[config.mk]
export PLATFORM = sky130hd
export DESIGN_NAME = ysyx_23060332_wb_arbiter
export DESIGN_NICKNAME = d
export VERILOG_FILES = /design/src/rtl/ysyx_23060332_wb_arbiter_pkg.sv /design/src/rtl/ysyx_23060332_scoreboard.sv /design/src/rtl/ysyx_23060332_wb_arbiter.sv
export SDC_FILE = /design/constraint.sdc
export NUM_CORES = 1
export LEC_CHECK = 0
export ABC_CLOCK_PERIOD_IN_PS = 2700
export CORE_ASPECT_RATIO = 0.8
export CORE_MARGIN = 5
export CORE_UTILIZATION = 41
export CTS_BUF_LIST = sky130_fd_sc_hd__clkbuf_8
export DETAILED_ROUTE_END_ITERATION = 8
export PLACE_DENSITY = 0.78
export SYNTH_ARGS = -nofsm -noshare
export SYNTH_HDL_FRONTEND = slang
export SYNTH_SLANG_ARGS = --single-unit
export TNS_END_PERCENT = 50
[constraint.sdc]
create_clock -name clk -period 2.7 [get_ports clk]
set_input_delay 0.27 -clock clk [delete_from_list [all_inputs] [get_ports clk]]
set_output_delay 0.27 -clock clk [all_outputs]
set_load 0.01 [all_outputs]
[src/rtl/ysyx_23060332_wb_arbiter_pkg.sv]
// rtl/ysyx_23060332_wb_arbiter_pkg.sv - shared types, defaults and grant helper for the write-back arbiter
//
// Purpose:
//   Default widths, the starvation limit and the grant encoding used by
//   ysyx_23060332_wb_arbiter and ysyx_23060332_scoreboard.
//   The arbitration rule is a pure function here, so the priority policy
//   has a single definition.

package ysyx_23060332_wb_arbiter_pkg;

  // Default register-file geometry (32 x 32-bit) and starvation limit.
  localparam int ADDR_W_DEF     = 5;
  localparam int DATA_W_DEF     = 32;
  localparam int STARVE_MAX_DEF = 3;

  // Width of the starvation counter. It can hold STARVE_MAX values 1..7.
  localparam int STARVE_W = 3;

  // Which requester owns the write port this cycle.
  typedef enum logic [1:0] {
    GNT_NONE = 2'd0,
    GNT_EXU  = 2'd1,
    GNT_LSU  = 2'd2
  } grant_e;

  // LSU wins by default, because load returns free scoreboard entries and
  // unblock the IDU. EXU wins outright once it has been starved long enough.
  // Nothing is granted while reset is held.
  function automatic grant_e arbitrate(
    input logic rst,
    input logic exu_valid,
    input logic lsu_valid,
    input logic exu_starved
  );
    grant_e g;
    g = GNT_NONE;
    if (!rst) begin
      if (exu_valid && (!lsu_valid || exu_starved)) begin
        g = GNT_EXU;
      end else if (lsu_valid) begin
        g = GNT_LSU;
      end
    end
    return g;
  endfunction

endpackage

[src/rtl/ysyx_23060332_scoreboard.sv]
// rtl/ysyx_23060332_scoreboard.sv - outstanding-load scoreboard and RAW/WAW hazard lookup
//
// Purpose:
//   Tracks which registers have a load in flight. A pending bit is set when
//   the IDU issues a load, and cleared when the LSU write-back for that
//   register is accepted. Register x0 is never pending.
//
// Ports:
//   clk, rst       clock, synchronous active-high reset
//   issue_valid    IDU issues an instruction this cycle
//   issue_is_load  the issued instruction is a load
//   issue_rd       destination of the issued instruction
//   issue_hold     final (top-level) hazard: the issue does not take effect
//   clr_valid      LSU write-back accepted this cycle
//   clr_rd         destination of the accepted LSU write-back
//   rs1, rs2       IDU source addresses
//   sb_hazard      hazard caused by pending loads (RAW on rs1/rs2, WAW on rd)

module ysyx_23060332_scoreboard
  import ysyx_23060332_wb_arbiter_pkg::*;
#(
  parameter int ADDR_W = ADDR_W_DEF
) (
  input  logic              clk,
  input  logic              rst,
  input  logic              issue_valid,
  input  logic              issue_is_load,
  input  logic [ADDR_W-1:0] issue_rd,
  input  logic              issue_hold,
  input  logic              clr_valid,
  input  logic [ADDR_W-1:0] clr_rd,
  input  logic [ADDR_W-1:0] rs1,
  input  logic [ADDR_W-1:0] rs2,
  output logic              sb_hazard
);

  localparam int NREG = 1 << ADDR_W;

  logic [NREG-1:0] pending_q;
  logic [NREG-1:0] pending_d;
  logic [NREG-1:0] set_vec;
  logic [NREG-1:0] clr_vec;

  // The set is applied after the clear. When a load to rd issues in the same
  // cycle that an older return for rd is accepted, rd stays pending for the
  // new load.
  always_comb begin
    set_vec = '0;
    clr_vec = '0;
    if (issue_valid && issue_is_load && !issue_hold && (issue_rd != '0)) begin
      set_vec[issue_rd] = 1'b1;
    end
    if (clr_valid) begin
      clr_vec[clr_rd] = 1'b1;
    end
    pending_d    = (pending_q & ~clr_vec) | set_vec;
    pending_d[0] = 1'b0;
  end

  always_ff @(posedge clk) begin
    if (rst) begin
      pending_q <= '0;
    end else begin
      pending_q <= pending_d;
    end
  end

  // Bit 0 is always clear, so an x0 operand never stalls.
  // The issue_rd term blocks a second load to a register whose first load
  // is still outstanding (WAW).
  assign sb_hazard = pending_q[rs1] | pending_q[rs2] |
                     (issue_is_load & pending_q[issue_rd]);

endmodule

[src/rtl/ysyx_23060332_wb_arbiter.sv]
// rtl/ysyx_23060332_wb_arbiter.sv - register-file write-port arbiter (EXU vs LSU) with load scoreboard
//
// Purpose:
//   Shares the single register-file write port between EXU results and LSU
//   load returns. LSU has default priority. EXU is forced through after
//   STARVE_MAX consecutive lost cycles. Accepted writes are registered and
//   presented to the register file one cycle later. A scoreboard
//   (ysyx_23060332_scoreboard) flags RAW/WAW hazards against outstanding
//   loads.
//
// Build option:
//   YSYX_23060332_WB_BYPASS_EN - forward the in-flight write to rs1/rs2
//   (fwdN_hit/fwdN_data). When this macro is undefined, the fwd outputs are 0
//   and hazard also stalls one cycle on a source that matches the in-flight
//   write.
//
// Ports:
//   clk, rst                      clock, synchronous active-high reset
//   exu_valid/ready/rd/data       EXU write request and acceptance
//   lsu_valid/ready/rd/data       LSU load-return request and acceptance
//   issue_valid/is_load/rd        IDU issue information for the scoreboard
//   rs1, rs2                      IDU source addresses
//   hazard                        IDU must hold the current instruction
//   reg_wen, waddr, wdata         register-file write port (registered)
//   fwd1_hit/data, fwd2_hit/data  bypass of the in-flight write

module ysyx_23060332_wb_arbiter
  import ysyx_23060332_wb_arbiter_pkg::*;
#(
  parameter int ADDR_W     = ADDR_W_DEF,
  parameter int DATA_W     = DATA_W_DEF,
  parameter int STARVE_MAX = STARVE_MAX_DEF
) (
  input  logic              clk,
  input  logic              rst,
  input  logic              exu_valid,
  output logic              exu_ready,
  input  logic [ADDR_W-1:0] exu_rd,
  input  logic [DATA_W-1:0] exu_data,
  input  logic              lsu_valid,
  output logic              lsu_ready,
  input  logic [ADDR_W-1:0] lsu_rd,
  input  logic [DATA_W-1:0] lsu_data,
  input  logic              issue_valid,
  input  logic              issue_is_load,
  input  logic [ADDR_W-1:0] issue_rd,
  input  logic [ADDR_W-1:0] rs1,
  input  logic [ADDR_W-1:0] rs2,
  output logic              hazard,
  output logic              reg_wen,
  output logic [ADDR_W-1:0] waddr,
  output logic [DATA_W-1:0] wdata,
  output logic              fwd1_hit,
  output logic              fwd2_hit,
  output logic [DATA_W-1:0] fwd1_data,
  output logic [DATA_W-1:0] fwd2_data
);

  localparam logic [STARVE_W-1:0] STARVE_LIM = STARVE_W'(STARVE_MAX);

  grant_e              grant;
  logic [STARVE_W-1:0] starve_q;
  logic [STARVE_W-1:0] starve_d;

  logic                reg_wen_q;
  logic                reg_wen_d;
  logic [ADDR_W-1:0]   waddr_q;
  logic [ADDR_W-1:0]   waddr_d;
  logic [DATA_W-1:0]   wdata_q;
  logic [DATA_W-1:0]   wdata_d;

  logic                sb_hazard;
  logic                inflight_hazard;

  // ---------------------------------------------------------------------
  // Arbitration
  // ---------------------------------------------------------------------
  assign grant     = arbitrate(rst, exu_valid, lsu_valid, starve_q == STARVE_LIM);
  assign exu_ready = (grant == GNT_EXU);
  assign lsu_ready = (grant == GNT_LSU);

  // The counter tracks consecutive cycles in which EXU waited. It resets as
  // soon as EXU is served or withdraws. It never passes STARVE_LIM, because
  // reaching the limit hands the port to EXU.
  always_comb begin
    starve_d = '0;
    if (exu_valid && (grant != GNT_EXU) && (starve_q != STARVE_LIM)) begin
      starve_d = starve_q + 1'b1;
    end else if (exu_valid && (grant != GNT_EXU)) begin
      starve_d = starve_q;
    end
  end

  // ---------------------------------------------------------------------
  // Write-port register
  // ---------------------------------------------------------------------
  // A write to x0 is accepted so the requester can retire it, but it never
  // raises reg_wen. Address and data hold their last value while idle.
  always_comb begin
    reg_wen_d = 1'b0;
    waddr_d   = waddr_q;
    wdata_d   = wdata_q;
    unique case (grant)
      GNT_EXU: begin
        reg_wen_d = (exu_rd != '0);
        waddr_d   = exu_rd;
        wdata_d   = exu_data;
      end
      GNT_LSU: begin
        reg_wen_d = (lsu_rd != '0);
        waddr_d   = lsu_rd;
        wdata_d   = lsu_data;
      end
      default: begin
        reg_wen_d = 1'b0;
      end
    endcase
  end

  always_ff @(posedge clk) begin
    if (rst) begin
      starve_q  <= '0;
      reg_wen_q <= 1'b0;
      waddr_q   <= '0;
      wdata_q   <= '0;
    end else begin
      starve_q  <= starve_d;
      reg_wen_q <= reg_wen_d;
      waddr_q   <= waddr_d;
      wdata_q   <= wdata_d;
    end
  end

  assign reg_wen = reg_wen_q;
  assign waddr   = waddr_q;
  assign wdata   = wdata_q;

  // ---------------------------------------------------------------------
  // Load scoreboard
  // ---------------------------------------------------------------------
  // The scoreboard uses the complete hazard to decide whether an issue takes
  // effect. A held load must not mark its destination pending.
  ysyx_23060332_scoreboard #(
    .ADDR_W(ADDR_W)
  ) u_scoreboard (
    .clk          (clk),
    .rst          (rst),
    .issue_valid  (issue_valid),
    .issue_is_load(issue_is_load),
    .issue_rd     (issue_rd),
    .issue_hold   (hazard),
    .clr_valid    (lsu_ready),
    .clr_rd       (lsu_rd),
    .rs1          (rs1),
    .rs2          (rs2),
    .sb_hazard    (sb_hazard)
  );

  // ---------------------------------------------------------------------
  // In-flight write: bypass or one-cycle stall
  // ---------------------------------------------------------------------
`ifdef YSYX_23060332_WB_BYPASS_EN
  assign fwd1_hit        = reg_wen_q && (waddr_q == rs1) && (rs1 != '0);
  assign fwd2_hit        = reg_wen_q && (waddr_q == rs2) && (rs2 != '0);
  assign fwd1_data       = wdata_q;
  assign fwd2_data       = wdata_q;
  assign inflight_hazard = 1'b0;
`else
  // The register file commits this write only at the next edge. A read in
  // this cycle would return stale data, so the IDU waits one cycle.
  assign fwd1_hit        = 1'b0;
  assign fwd2_hit        = 1'b0;
  assign fwd1_data       = '0;
  assign fwd2_data       = '0;
  assign inflight_hazard = reg_wen_q && (waddr_q != '0) &&
                           ((waddr_q == rs1) || (waddr_q == rs2));
`endif

  assign hazard = sb_hazard | inflight_hazard;

endmodule

---- Word level (Yosys, flattened, before mapping) ----
Index checks and enable logic that the tools add are counted.
operators by class
  reductions and logical operators ........ 19
  bitwise gates (word level) .............. 7
  add/sub/neg operators ................... 1
  muxes and demuxes ....................... 20
  $lt $le $gt $ge ......................... 6
  equal/unequal tests ..................... 8
operators by type and width
  operator                                                                       number
  32-bit 2-to-1 mux                                                              2
  32-bit case mux with 2 select lines                                            1
  32-bit AND                                                                     1
  32-bit inverter                                                                1
  32-bit bitwise OR                                                              1
  5-bit by 6-bit less-than comparator with 1-bit output (second input constant)  4
  5-bit nonzero test                                                             4
  1-bit binary-select mux with 5-bit select                                      3
  1-bit demux with 5-bit select                                                  2
  5-bit == test                                                                  2
  5-bit by 1-bit >= comparator with 1-bit output (second input constant)         2
  1-bit logical AND                                                              10
  5-bit case mux with 2 select lines                                             1
  2-bit 2-to-1 mux                                                               3
  3-bit 2-to-1 mux                                                               2
  1-bit 2-to-1 mux                                                               5
  2-bit by 1-bit inequality test with 1-bit output (second input constant)       2
  3-bit by 1-bit adder with 3-bit output (second input constant)                 1
  3-bit by 2-bit == test with 1-bit output (second input constant)               1
  3-bit by 2-bit inequality test with 1-bit output (second input constant)       1
  1-bit bitwise OR                                                               3
  2-bit by 1-bit == test with 1-bit output (second input constant)               1
  2-bit == test (second input constant)                                          1
  1-bit logical NOT                                                              2
  other kinds (4)                                                                5
word-level totals
  input bits .............................. 95
  output and inout bits ................... 107
  flip-flop bits (word level) ............. 73

---- Depth between registers and ports, before layout ----
Gate-level depths: netlist (run 1).
  depth in word-level cells ............... 10
  mapped depth ............................ 12

---- Cells and area by module ----
Synthesis (run 1) repeated with hierarchy kept, for this count alone.
second synthesis, totals
  cell total of the unflattened synthesis .. 560
  area, all modules ....................... 4708.3 um^2
modules (own cells, without submodules)
  module                    cells an instance  instances  area each (um^2)  sequential area each (um^2)
  ysyx_23060332_wb_arbiter  316                1          2562.5            820.8
  ysyx_23060332_scoreboard  244                1          2145.8            620.6

---- Worst setup path before layout (run 1) ----
OpenSTA, ideal clock, no wires.
  kind .................................... register to register
  from .................................... register starve_q[0]
  to ...................................... register u_scoreboard.pending_q[11]
  setup time .............................. 115 ps
  arrival time ............................ 2354 ps
  path slack .............................. 231 ps
  path buffers ............................ 2
  cell stages (with the launch flop) ...... 12
  cells stage by stage .................... dfxtp_1 ha_1 ha_1 nand2b_1 nand3b_1 ha_1 clkbuf_1 buf_1 and3_1 nand2_1 nand3b_1 o21ai_2
on the way
  longest elaborated chain between the ends .. 10
RTL lines
  element                                   RTL line                            RTL
  start, declared                           ysyx_23060332_wb_arbiter.sv:62      logic [STARVE_W-1:0] starve_q;
  start signal, assigned                    ysyx_23060332_wb_arbiter.sv:127     starve_q <= starve_d;
  3-bit by 2-bit == test with 1-bit output  ysyx_23060332_wb_arbiter.sv:78      assign grant = arbitrate(rst, exu_valid, lsu_valid, starve_q == STARVE_LIM);
  1-bit logical OR                          ysyx_23060332_wb_arbiter_pkg.sv:38  if (exu_valid && (!lsu_valid || exu_starved)) begin
  1-bit logical AND                         ysyx_23060332_wb_arbiter_pkg.sv:38
  2-bit 2-to-1 mux                          ysyx_23060332_wb_arbiter_pkg.sv:38
  2-bit 2-to-1 mux                          ysyx_23060332_wb_arbiter_pkg.sv:37  if (!rst) begin
  2-bit == test                             ysyx_23060332_wb_arbiter.sv:80      assign lsu_ready = (grant == GNT_LSU);
  via lsu_ready                             ysyx_23060332_wb_arbiter.sv:41      output logic lsu_ready,
  32-bit 2-to-1 mux                         ysyx_23060332_scoreboard.sv:53      if (clr_valid) begin
  32-bit inverter                           ysyx_23060332_scoreboard.sv:56      pending_d = (pending_q & ~clr_vec) | set_vec;
  32-bit AND                                ysyx_23060332_scoreboard.sv:56
  32-bit bitwise OR                         ysyx_23060332_scoreboard.sv:56
  end signal, assigned                      ysyx_23060332_scoreboard.sv:64      pending_q <= pending_d;
  end, declared                             ysyx_23060332_scoreboard.sv:39      logic [NREG-1:0] pending_q;
The timed path passes the listed nets, and every way through them passes these cells.
A chain may end at the register's enable or synchronous reset.

---- Final worst setup path (run 1) ----
  from .................................... input issue_rd[0]
  to ...................................... output hazard
on the way
  longest elaborated chain between the ends .. 5
RTL lines
  element                                    RTL line                         RTL
  start, declared                            ysyx_23060332_wb_arbiter.sv:46   input logic [ADDR_W-1:0] issue_rd,
  1-bit binary-select mux with 5-bit select  ysyx_23060332_scoreboard.sv:72   (issue_is_load & pending_q[issue_rd]);
  1-bit 2-to-1 mux (not written as such)     ysyx_23060332_scoreboard.sv:72
  1-bit AND                                  ysyx_23060332_scoreboard.sv:72
  1-bit bitwise OR                           ysyx_23060332_scoreboard.sv:71   assign sb_hazard = pending_q[rs1] | pending_q[rs2] |
  1-bit bitwise OR                           ysyx_23060332_wb_arbiter.sv:179  assign hazard = sb_hazard | inflight_hazard;
  end, declared                              ysyx_23060332_wb_arbiter.sv:49   output logic hazard,
Every way passes these cells. The select of a mux whose other input is x is not followed.

==> results of run 1 <==
placed cells by master, fill, tap and decap left out, types with 3 or more instances in the layout:
cell type / synthesis / layout
mux4_2: 10 / 10
dfxtp_1: 72 / 72
mux2i_1: 49 / 49
nor4_1: 3 / 3
nand2_1: 58 / 58
ha_1: 4 / 3
o21ai_0: 18 / 18
a21oi_1: 40 / 40
nor3_1: 8 / 8
nand3_1: 5 / 5
buf_12: 0 / 3
nand3b_1: 22 / 22
o21ai_2: 30 / 30
clkdlybuf4s50_1: 0 / 133
mux2_2: 5 / 5
conb_1: 1 / 66
nor2b_1: 23 / 23
xnor2_1: 10 / 10
nand2b_1: 6 / 6
clkbuf_8: 0 / 9
or3b_2: 3 / 3
inv_1: 7 / 7
nor3b_1: 5 / 5
buf_4: 68 / 33
a211oi_1: 3 / 3
mux2_1: 3 / 3
nor2_1: 86 / 86
mux4_1: 4 / 4
kinds of logic after synthesis:
logic type	after synthesis	synth area share
simple gates	230	0.219
buf+inv	116	0.145
compound gates	109	0.144
flops	72	0.283
mux	71	0.179
xor+xnor	11	0.0189
fa+ha+maj	4	0.00983
other cells	1	0.000736
how the worst max path moves through the flow:
stage / slack, ns / cells past startpoint / endpoint / from
detailed placement: -0.25 / 8 / hazard / issue_rd[0]
CTS: 0.01 / 8 / hazard / issue_rd[0]
global route: 0.01 / 8 / hazard / issue_rd[0]
floorplan: 0.23 / 11 / u_scoreboard.pending_q[11] / starve_q[0]
global placement: -0.23 / 8 / hazard / issue_rd[0]
finish: 0.1 / 8 / hazard / issue_rd[0]
metrics by stage:
step           cells  hold WS [ns]  cell area (um2)  TNS [ns]  setup WS, ns
2_1_floorplan    679         0.454             5340         0         0.231
3_3_place_gp     892         0.466             6460    -0.227        -0.227
3_5_place_dp     892         0.475             6460    -0.508        -0.251
4_1_cts          909         0.217             6660         0        0.0123
5_1_grt          910         0.233             6670         0        0.0133
6_report         910         0.229             6670         0        0.0962
per-layer routing:
layer | part of all wire | up-vias | global-route usage | routed length (um)
li1 | - | 2275 | - | -
met1 | 0.42 | 2154 | 0.253 | 6170
met2 | 0.47 | 195 | 0.320 | 6950
met3 | 0.096 | 15 | 0.0563 | 1420
met4 | 0.011 | 0 | 0.0589 | 163
met5 | 0 | - | 0 | 0
final cells by class:
cell class,count,area [um2]
fill,1113,5500
multi-input combinational,491,3170
timing repair buffer,172,1660
sequential,72,1440
tap,152,190
clock buffer,9,124
clock inverter,7,55.1
inverter,7,26.3
synthesized netlist by cell type, types with 2 or more instances:
| master | number | area share |
|---|---|---|
| nand3b_1 | 22 | 0.032 |
| a211oi_2 | 2 | 0.0049 |
| nand3_1 | 5 | 0.0049 |
| a21oi_1 | 40 | 0.039 |
| buf_1 | 7 | 0.0052 |
| clkbuf_1 | 25 | 0.018 |
| dfxtp_1 | 72 | 0.28 |
| or3b_2 | 3 | 0.0052 |
| mux4_1 | 4 | 0.021 |
| nor3b_1 | 5 | 0.0074 |
| inv_1 | 7 | 0.0052 |
| mux4_2 | 10 | 0.044 |
| buf_2 | 3 | 0.0029 |
| nor2b_1 | 23 | 0.028 |
| mux2_2 | 5 | 0.011 |
| nand2b_1 | 6 | 0.0074 |
| buf_4 | 68 | 0.10 |
| buf_6 | 6 | 0.013 |
| nor3_1 | 8 | 0.0079 |
| mux2_1 | 3 | 0.0066 |
| nor4_1 | 3 | 0.0037 |
| or4_1 | 2 | 0.0029 |
| nand2_1 | 58 | 0.043 |
| o21ai_0 | 18 | 0.018 |
| and3_1 | 2 | 0.0025 |
| ha_1 | 4 | 0.0098 |
| nor2_1 | 86 | 0.063 |
| o2111ai_1 | 2 | 0.0034 |
| mux2i_1 | 49 | 0.096 |
| a211oi_1 | 3 | 0.0044 |
| o21ai_2 | 30 | 0.052 |
| xnor2_1 | 10 | 0.017 |
timing repair:
| action | CTS | global route |
|---|---|---|
| gates resized for setup | 4 | 2 |
| endpoints found under the setup margin | 1 | 2 |
| hold buffers | 0 | 0 |
| pin swaps | 1 | 2 |
| buffers inserted | 1 | 1 |
| endpoints found under the hold margin | 0 | 0 |
flip-flops by register name (all words and copies together), names as in the netlist:
signal and flops:
reg_wen 1, starve_q 3, u_scoreboard.pending_q 31, waddr 5, wdata 32
power by group:
group          switching [mW]  leakage (nW)  internal [mW]
Combinational           0.334          1.88          0.350
Sequential             0.0294         0.586           1.10
Clock                   0.444        0.0862          0.341
Total                   0.808          2.56           1.80
==> metrics, run 1 <==
Fmax=0.384 GHz; largest net degree at the start of global routing=48; fraction of layout cells with a size suffix above 1=0.144; Std-Cell Rows=36; Min-Delay Path Class=input port to register; worst-margin pin slew=a little under 0.6 ns; Mapped Cells=614; fin crit period=2.60 ns; Die Height=about 110 um; Num CTS Buffers=9; WP data arrival=about 2.3 ns; WS Path Type=input port to output port; Layout Skew=about 0.013 ns; WL final=around 15,000 um; post-route ant nets=0; status=finished, final reports clean; Async SR Flop Fraction=0; Worst Hold Path Cells=2; Syn Area/Cell=just over 8 um2; start of the worst register-to-register path=starve_q[0]; fin crit share=0.964; sink of the worst hold path=wdata[19]; leakage=2.56 nW; RSZ-0062 raised after global routing=false; Largest delay share family, worst path=compound AO/OA/AOI/OAI gates; Placer Congestion=approximately 0.9; # port buffers=135; worst skew pair latency=approximately 0.35 ns; Starting Density=0.419; Die Area=around 0.015 mm2; peak supply drop=a little under 0.3 mV; routed vias=4,639; CP Cell Sequence=clkdlybuf4s50_1, buf_6, mux2_2, a22o_1, a211o_1, a211oi_2, o2111ai_1, buf_2; Max stage delay on crit path=about 0.47 ns; clock sinks=between 70 and 80; Syn. warnings=0; fin nets=852; vias in the first global route=~4.4k; # DRC=0; Worst R2R End=wdata[10]; CTS Buffer Depth=2; Crit path required time=between 2 and 2.5 ns; via/cell ratio=between 5 and 6; initial DRC count=368; global-route wire length before repair=23,100 um; Worst R2R Setup Slack=between 0.3 and 0.4 ns; IO Count=roughly 200; total congestion overflow=0; critical path's slowest cell=clkdlybuf4s50_1; hold path start=rst; top_reg_cell synth=dfxtp_1; Tot Pwr=between 2 and 3 mW; Power Density=roughly 390 mW/mm2; HPWL Detailed=11,500 um; max-capacitance violation count=0; WP buf/inv=3; startpoint types=input port; drt pass-1 iters=5; Worst setup EP type=output port; Slew HR=0.602; final hold vios=0; final core utilization=0.548; sequential element share of the synthesized area=0.283; root buf cell=clkbuf_8; htree depth=3; CP Max Fanout=9; Layout Area Growth over Synthesis=30.9%; antenna cells=0; Setup Viol. Count Final=0; Seq cells post-synth=roughly 70; Slew Viols, Final=0; WL/cell=approximately 16 um; Post-Syn Area=0.00509 mm2; CTS tree=built; initial antenna violation count=0; area of the core=0.0122 mm2; number of synthesized flops with an enable pin=0; reg2reg path depth=10; clk slew on worst S/H paths=0.09 ns; Die W=135 um; Synth cell types=55; Tot GR Track Use=0.196
Power figures use the tool's default switching activity.
==> run 2: changes to the inputs <==
SLEW_MARGIN = 25   (was not set)
==> results of run 2 <==
Final layout, timing and power as in run 1 (identical DEF).
==> run 3: changes to the inputs <==
RECOVER_POWER = 25   (was not set)
==> metrics, run 3 (synthesis results as in run 1) <==
via/cell ratio=5.06 (-0.78%); Slew HR=0.574 (-0.0282); Die W=135 um (unchanged); clock sinks=72 (unchanged); htree depth=3 (unchanged); root buf cell=clkbuf_8; # port buffers=135 (unchanged); max-capacitance violation count=0 (unchanged); WP buf/inv=3 (unchanged); Min-Delay Path Class=input port to register; WP data arrival=2.34 ns (about the same); Fmax=0.383 GHz (-0.25%); Final WS setup=0.0897 ns (-0.00649 ns); IO Count=202 (unchanged); fin crit share=0.967 (+0.00240); fraction of layout cells with a size suffix above 1=0.144 (unchanged); Max stage delay on crit path=0.47 ns (about the same); final hold vios=0 (unchanged); RSZ-0062 raised after global routing=false; max reg flops=32 (unchanged); CTS Buffer Depth=2 (unchanged); initial antenna violation count=0 (unchanged); Placer Congestion=0.877 (unchanged); Worst setup EP type=output port; WL/cell=16.1 um (-0.12%); Power Density=388 mW/mm2 (-0.56%); startpoint types=input port; leakage=2.64 nW (+3.1%); CP Max Fanout=9 (unchanged); WL final=14,700 um (-0.12%); placed cell count=892 (unchanged); global-route wire length before repair=23,100 um (unchanged); Setup Viol. Count Final=0 (unchanged); antenna cells=0 (unchanged); Crit path required time=2.43 ns (about the same); area of the core=0.0122 mm2 (unchanged); critical path's slowest cell=clkdlybuf4s50_1; fin nets=852 (unchanged); # DRC=0 (unchanged); fin crit period=2.61 ns (+0.00649 ns); largest net degree at the start of global routing=48 (unchanged); Tot Pwr=2.59 mW (-0.56%); worst hold slack=0.230 ns (+0.00101 ns); Starting Density=0.419 (unchanged); Die Area=0.0148 mm2 (unchanged); Tot GR Track Use=0.196 (unchanged); vias in the first global route=4,392 (unchanged); Hold Buf Count CTS=0 (unchanged); Std-Cell Rows=36 (unchanged); status=finished, final reports clean; Layout Skew=0.0118 ns (-0.00114 ns); drt pass-1 iters=7 (+2); clk slew on worst S/H paths=0.09 ns (about the same); Die Height=110 um (unchanged); worst skew pair latency=0.35 ns (about the same); total congestion overflow=0 (unchanged); Slew Viols, Final=0 (unchanged); most common cell after layout, fill and taps aside=clkdlybuf4s50_1; peak supply drop=0.289 mV (-0.43%); post-route ant nets=0 (unchanged); CP Cell Sequence=clkdlybuf4s50_1, buf_6, mux2_2, a22o_1, a211o_1, a211oi_2, o2111ai_1, buf_2; DP Worst Slack=-0.251 ns (unchanged); WS Path Type=input port to output port; commonest non-fill, non-tap cells in the layout=105 x clkdlybuf4s50_1, 86 x nor2_1, 72 x dfxtp_1; worst-margin pin slew=0.633 ns (+0.0419 ns); Layout Area Growth over Synthesis=30.9% (unchanged); Num CTS Buffers=9 (unchanged); initial DRC count=408 (+11%); Largest delay share family, worst path=compound AO/OA/AOI/OAI gates; routed vias=4,603 (-0.78%); HPWL Detailed=11,500 um (unchanged); final instance count without filler cells=910 (unchanged); CTS tree=built
## run 3: cell types whose count changed in the layout (fill, tap and decap cells not counted), sizes merged
cell / delta
clkdlybuf4s50: -28
dlygate4sd3: +28
## run 3: path summary, 6_finish.rpt
check / start / end / slack, ns / cells after the start
hold reg to reg: wdata[0] / wdata[0] / 0.48 / 2
hold / removal: rst / wdata[19] / 0.23 / 2
setup / recovery: issue_rd[0] / hazard / 0.09 / 8
setup reg to reg: starve_q[0] / wdata[31] / 0.34 / 10
## run 3: metal layers
layer | vias up | track usage | wire length [um] | share of wire
met5 | - | 0 | 0 | 0
met4 | 0 | 0.0589 | 167 | 0.011
met1 | 2127 | 0.253 | 6200 | 0.42
li1 | 2275 | - | - | -
met3 | 15 | 0.0563 | 1380 | 0.094
met2 | 186 | 0.320 | 6930 | 0.47
## run 3: timing repair
action / in CTS / in global routing
endpoints found under the hold margin: 0 / 0
gates resized for setup: 4 / 2
pin swaps: 1 / 2
endpoints found under the setup margin: 1 / 2
buffers inserted: 1 / 1
## run 3: area by class of cell
cell class	count	area, um2
Fill cell	1113	5500
Timing Repair Buffer	172	1660
Sequential cell	72	1440
Clock buffer	9	124
Clock inverter	7	55.1
Inverter	7	26.3
Tap cell	152	190
Multi-Input combinational cell	491	3170
## run 3: metrics by stage
step / instance area [um2] / utilization / setup TNS [ns]
after global routing: 6670 / 0.548 / 0
after global placement: 6460 / 0.531 / -0.227
after CTS: 6660 / 0.547 / 0
after floorplan: 5340 / - / 0
after detailed placement: 6460 / 0.531 / -0.508
final: 6670 / 0.548 / 0
## run 3: report_power, final
group	leakage, nW	internal [mW]	switching (mW)
Clock	0.0862	0.341	0.442
Combinational	1.96	0.339	0.334
Sequential	0.586	1.10	0.0280
Total	2.64	1.78	0.804
==> variant 1: new RTL, settings of run 2 <==
`wdata_q` no longer has a reset.
--- a/src/rtl/ysyx_23060332_wb_arbiter.sv
+++ b/src/rtl/ysyx_23060332_wb_arbiter.sv
@@ -122,13 +122,15 @@
       starve_q  <= '0;
       reg_wen_q <= 1'b0;
       waddr_q   <= '0;
-      wdata_q   <= '0;
     end else begin
       starve_q  <= starve_d;
       reg_wen_q <= reg_wen_d;
       waddr_q   <= waddr_d;
-      wdata_q   <= wdata_d;
     end
+  end
+
+  always_ff @(posedge clk) begin
+    wdata_q <= wdata_d;
   end
 
   assign reg_wen = reg_wen_q;
Check against the original RTL: differs if rst is asserted again (counterexample within 4 cycles, from zero or initial values and one cycle with rst high); with rst held inactive, the same outputs for 4 cycles.
==> variant 1 against run 2 <==
- die area decreased by 1.5%
- cell area increased by 1.1%
- count of clock-buffer cells in the layout unchanged
- synthesized cell count decreased by 19%
- synthesized area decreased by 1.7%
- setup slack got worse by 0.039 ns
- combinational power decreased by 3%
- critical path type is now register to output port
- global-route usage increased by 2.0 points
- routed wire length increased by 8.1%
- hold slack improved by 0.30 ns
- critical path depth decreased by 1
- power increased by 5.0%
- sequential cell count unchanged
==> variant 1: results (changes against run 2) <==
Outcome - complete, no violations
Share of layout cells above drive strength 1 - 20.4% (+6.0 points)
Crit path launch - starve_q[0]$_SDFFE_PP0P_
Synth cell count leaders - 69 x buf_4, 40 x dfxtp_1, 35 x mux2_2, 32 x edfxtp_1, 28 x nand2_1
Initial antenna violation count - 0 (unchanged)
First-pass GRT wire length - 24300 um (+5.0%)
Hold WC Path Type - register to register
Top post-synthesis cells by area - edfxtp_1 19%, dfxtp_1 16%, buf_4 10%, mux2_2 7.9%, mux2i_1 5.4%
DR iter-0 viols - 432 (+17%)
H-tree depth - 3 (unchanged)
Post-synth EDFFs - 32 (+32)
Worst R2R Start - u_scoreboard.pending_q[5]$_SDFF_PP0_
Met1 Use GR - 27.6% (+2.3 points)
Critical path's top delay family - adder cells
Pin count of the biggest net entering global routing - 40 (-17%)
Max incr delay on CP - 0.59 ns (+0.12 ns)
Max FO, Critical Path - 6 (-3)
Transition time at the pin with the least slew margin - 0.548 ns (-0.0433 ns)
Metal2 WL - 7820 um (+13%)
Worst r2r path cells - 8 (-2)
Post-route insts no fill - 813 (-11%)
Clock Pin Slew Worst Setup and Hold Paths - 0.07 ns (-0.02 ns)
R2R Path End - u_scoreboard.pending_q[7]$_SDFF_PP0_
Pleak - 2.62 nW (+2.3%)
Max Freq - 378 MHz (-1.5%)
Met3 WL - 1650 um (+16%)
Crit path capture - exu_ready
Placed cell area - 0.00652 sq mm (+0.79%)
Via-to-Cell Ratio - 5.48 (+7.5%)
Placed cells - 797 (-11%)
GRT met3 Usage - 5.72% (+0.093 points)
RD Place Congestion - 0.994 (+13%)
Sequential share of the synthesized area - 35.2% (+6.9 points)
Post-CTS Resized - 12 (+8)
DP HPWL - 12800 um (+11%)
Post-Synthesis Cells - 495 (-19%)
Nets - 755 (-11%)
Clk_skew - 0.0152 ns (+0.00232 ns)
Total GRT Usage - 21.6% (+2.0 points)
Hold Slack - 0.534 ns (+0.305 ns)
GR Util met2 - 36.6% (+4.6 points)
CP arrival - 2.37 ns (+0.04 ns)
Peak supply drop - 0.248 mV (-15%)
WL met1 - 6160 um (about the same)
Number of global-route vias before repair - 4434 (+0.96%)
Min-Delay Endpoint - starve_q[2]$_SDFFE_PP0P_
FF-to-FF setup slack - 0.17 ns (-0.17 ns)
variant 1: cell types whose count changed after synthesis, sizes merged, moves of 27 or more:
cell    delta
mux2      +27
edfxtp    +32
a21oi     -33
o41ai     +31
dfxtp     -32
o21ai     -30
nand2     -30
nor2      -65
variant 1: cell type report:
cell class	instances	area, sq um
clock buffer	9	124
clock inverter	7	70.1
fill	1028	5340
inverter	7	26.3
multi-input combinational	379	2810
sequential	72	1760
tap	152	190
timing repair buffer	187	1750
variant 1: power by group:
| part | total, mW | switching (mW) | internal [mW] |
|---|---|---|---|
| clock network | 0.853 | 0.425 | 0.428 |
| registers | 1.21 | 0.0195 | 1.20 |
| logic | 0.665 | 0.329 | 0.337 |
variant 1: logic make-up after synthesis:
kind of cell	share of synthesized area, %
flip-flops	35.2
other	0.0749
AND/OR/NAND/NOR	16.5
adder cells (fa/ha/maj)	0.999
AO/OA/AOI/OAI	13.7
multiplexers	17.5
buffers and inverters	14.2
XOR/XNOR	1.92
==> variant 2: new RTL, settings of run 2 <==
Without the edit above. The option `YSYX_23060332_WB_BYPASS_EN` is turned on by a define.
--- a/src/rtl/ysyx_23060332_wb_arbiter.sv
+++ b/src/rtl/ysyx_23060332_wb_arbiter.sv
@@ -23,6 +23,8 @@
 //   hazard                        IDU must hold the current instruction
 //   reg_wen, waddr, wdata         register-file write port (registered)
 //   fwd1_hit/data, fwd2_hit/data  bypass of the in-flight write
+
+`define YSYX_23060332_WB_BYPASS_EN
 
 module ysyx_23060332_wb_arbiter
   import ysyx_23060332_wb_arbiter_pkg::*;
Function: changed (Yosys sat finds a counterexample within 4 cycles, from zero or initial values and one cycle with rst high).
==> variant 2 against run 2 <==
- routed wire length increased by 13%
- maximum frequency is 1.8% higher
- critical path depth is 1 lower
- sequential cell count unchanged
- global-route usage grew 2.8 points
- clock power rose by 31%
- hold slack gained 0.058 ns
- synthesized area grew 0.47%
- final cell count up 0.99%
- setup slack better by 0.046 ns
- cell area is 9.0% higher
- power up 16%
- register-to-register slack worse by 0.05 ns
==> variant 2: results (changes against run 2) <==
Outcome - complete, no violations
Worst hold stages - 3 (+1)
Post-Synth Adder-Cell Area - 0.978% (-0.0046 points)
Port Buf Inserts - 201 (+49%)
Critical path's top delay family - adder cells
Share of layout cells above drive strength 1 - 13.5% (-0.88 points)
Clk_skew - 0.00732 ns (-0.00557 ns)
TritonCTS buffer count - 9 (unchanged)
Post-Synthesis Cells - 603 (-1.8%)
RD Place Congestion - 0.976 (+11%)
R2R Path End - u_scoreboard.pending_q[22]$_SDFF_PP0_
Max incr delay on CP - 0.60 ns (+0.13 ns)
Pin count of the biggest net entering global routing - 76 (+58%)
Rel. slew slack - 59.2% (-1.1 points)
Mux contribution to synthesized area - 16.8% (-1.1 points)
FF-to-FF setup slack - 0.29 ns (-0.05 ns)
Worst r2r path cells - 6 (-4)
Synth Flop Type - dfxtp_1
CP arrival - 2.29 ns (-0.04 ns)
WL final - 16600 um (+13%)
Crit path capture - exu_ready
Peak supply drop - 0.345 mV (+19%)
Number of global-route vias before repair - 4922 (+12%)
Via-to-Cell Ratio - 5.42 (+6.4%)
Clock Pin Slew Worst Setup and Hold Paths - 0.07 ns (-0.02 ns)
DR iter-0 viols - 334 (-9.2%)
Total GRT Usage - 22.4% (+2.8 points)
Compound-Gate Fraction of Synth Area - 16.7% (+2.3 points)
Unique masters post-synth - 51 (-7.3%)
Synth cell count leaders - 85 x nor2_1, 72 x dfxtp_1, 64 x buf_4, 49 x mux2i_1, 46 x a21oi_1
Sequential share of the synthesized area - 28.2% (-0.13 points)
Max FO, Critical Path - 6 (-3)
XOR/XNOR Fraction of Synth Area - 1.54% (-0.35 points)
Crit path launch - starve_q[0]$_SDFFE_PP0P_
Syn nets - 702
Wire per inst - 18.1 um (+12%)
Worst R2R Start - u_scoreboard.pending_q[11]$_SDFF_PP0_
DP HPWL - 13100 um (+14%)
Placed cell area - 0.00698 sq mm (+8.0%)
First-pass GRT wire length - 26000 um (+12%)
Top post-synthesis cells by area - dfxtp_1 28%, mux2i_1 9.6%, buf_4 9.4%, nor2_1 6.2%, mux4_2 6.2%
Pleak - 2.73 nW (+6.9%)
Nets - 842 (-1.2%)
Placed cells - 903 (+1.2%)
Synth warn - 0 (unchanged)
variant 2: cell types whose count changed in the layout (fill, tap and decap cells not counted), moves of 5 or more:
cell / change
conb_1: -66
clkdlybuf4s50_1: +60
o21ai_2: -30
nand2_1: -21
o41ai_2: +15
o31ai_1: +12
xnor2_1: -8
a21oi_1: +6
xor2_1: +6
inv_1: +5
variant 2: area by class of cell:
class | instances | area, sq um
Clock inverter | 6 | 108
Timing Repair Buffer | 240 | 2350
Sequential cell | 72 | 1450
Clock buffer | 10 | 138
Tap cell | 171 | 214
Inverter | 11 | 41.3
Fill cell | 1044 | 4940
Multi-Input combinational cell | 409 | 2970
variant 2: worst min path at each step:
stage | start | to | slack, ns
final | rst | starve_q[0]$_SDFFE_PP0P_ | 0.29
after global routing | rst | starve_q[2]$_SDFFE_PP0P_ | 0.30
after CTS | rst | starve_q[0]$_SDFFE_PP0P_ | 0.27
after detailed placement | starve_q[2]$_SDFFE_PP0P_ | starve_q[2]$_SDFFE_PP0P_ | 0.49
after global placement | starve_q[2]$_SDFFE_PP0P_ | starve_q[2]$_SDFFE_PP0P_ | 0.46
after floorplan | starve_q[2]$_SDFFE_PP0P_ | starve_q[2]$_SDFFE_PP0P_ | 0.45
variant 2: through the flow:
stage / worst slack [ns] / total power [mW] / utilization, %
finish: 0.142 / 3.02 / 59.5
floorplan: 0.220 / 1.63 / -
CTS: 0.0662 / 3.05 / 59.2
global route: 0.0189 / 3.17 / 59.5
global placement: -0.294 / 2.00 / 57.2
detailed placement: -0.379 / 2.01 / 57.2
variant 2: kinds of logic (layout without fill, tap and decap cells):
| family | after synthesis | count (layout) |
|---|---|---|
| adders and majority gates | 4 | 4 |
| buffers and inverters | 122 | 267 |
| and+or+nand+nor | 215 | 215 |
| AOI/OAI and AO/OA | 115 | 115 |
| muxes | 66 | 66 |
| xor gates and xnor gates | 9 | 9 |
| DFF | 72 | 72 |
variant 2: report_power, final:
group | switching (mW) | internal, mW | total, mW | leakage [nW]
logic | 0.378 | 0.451 | 0.829 | 2.02
registers | 0.0525 | 1.10 | 1.16 | 0.588
clock network | 0.397 | 0.636 | 1.03 | 0.128
total | 0.828 | 2.19 | 3.02 | 2.73
variant 2: what timing repair did:
action,CTS,global route
setup buffers,0,0
pin swaps,2,3
cloned,0,0
gates resized for setup,9,12
setup endpoints to repair,1,2
variant 2: worst min-delay path, cell delays in order:
cell and delay, ns:
buf_2 0.13, or3b_2 0.15, nor2_1 0.04
variant 2: metal layers:
layer | track usage [%] | routed length (um) | up-vias
met5 | 0 | 0 | -
met4 | 6.83 | 321 | 0
met3 | 6.36 | 1440 | 30
met2 | 38.5 | 7960 | 233
met1 | 27.3 | 6890 | 2356
li1 | - | - | 2364
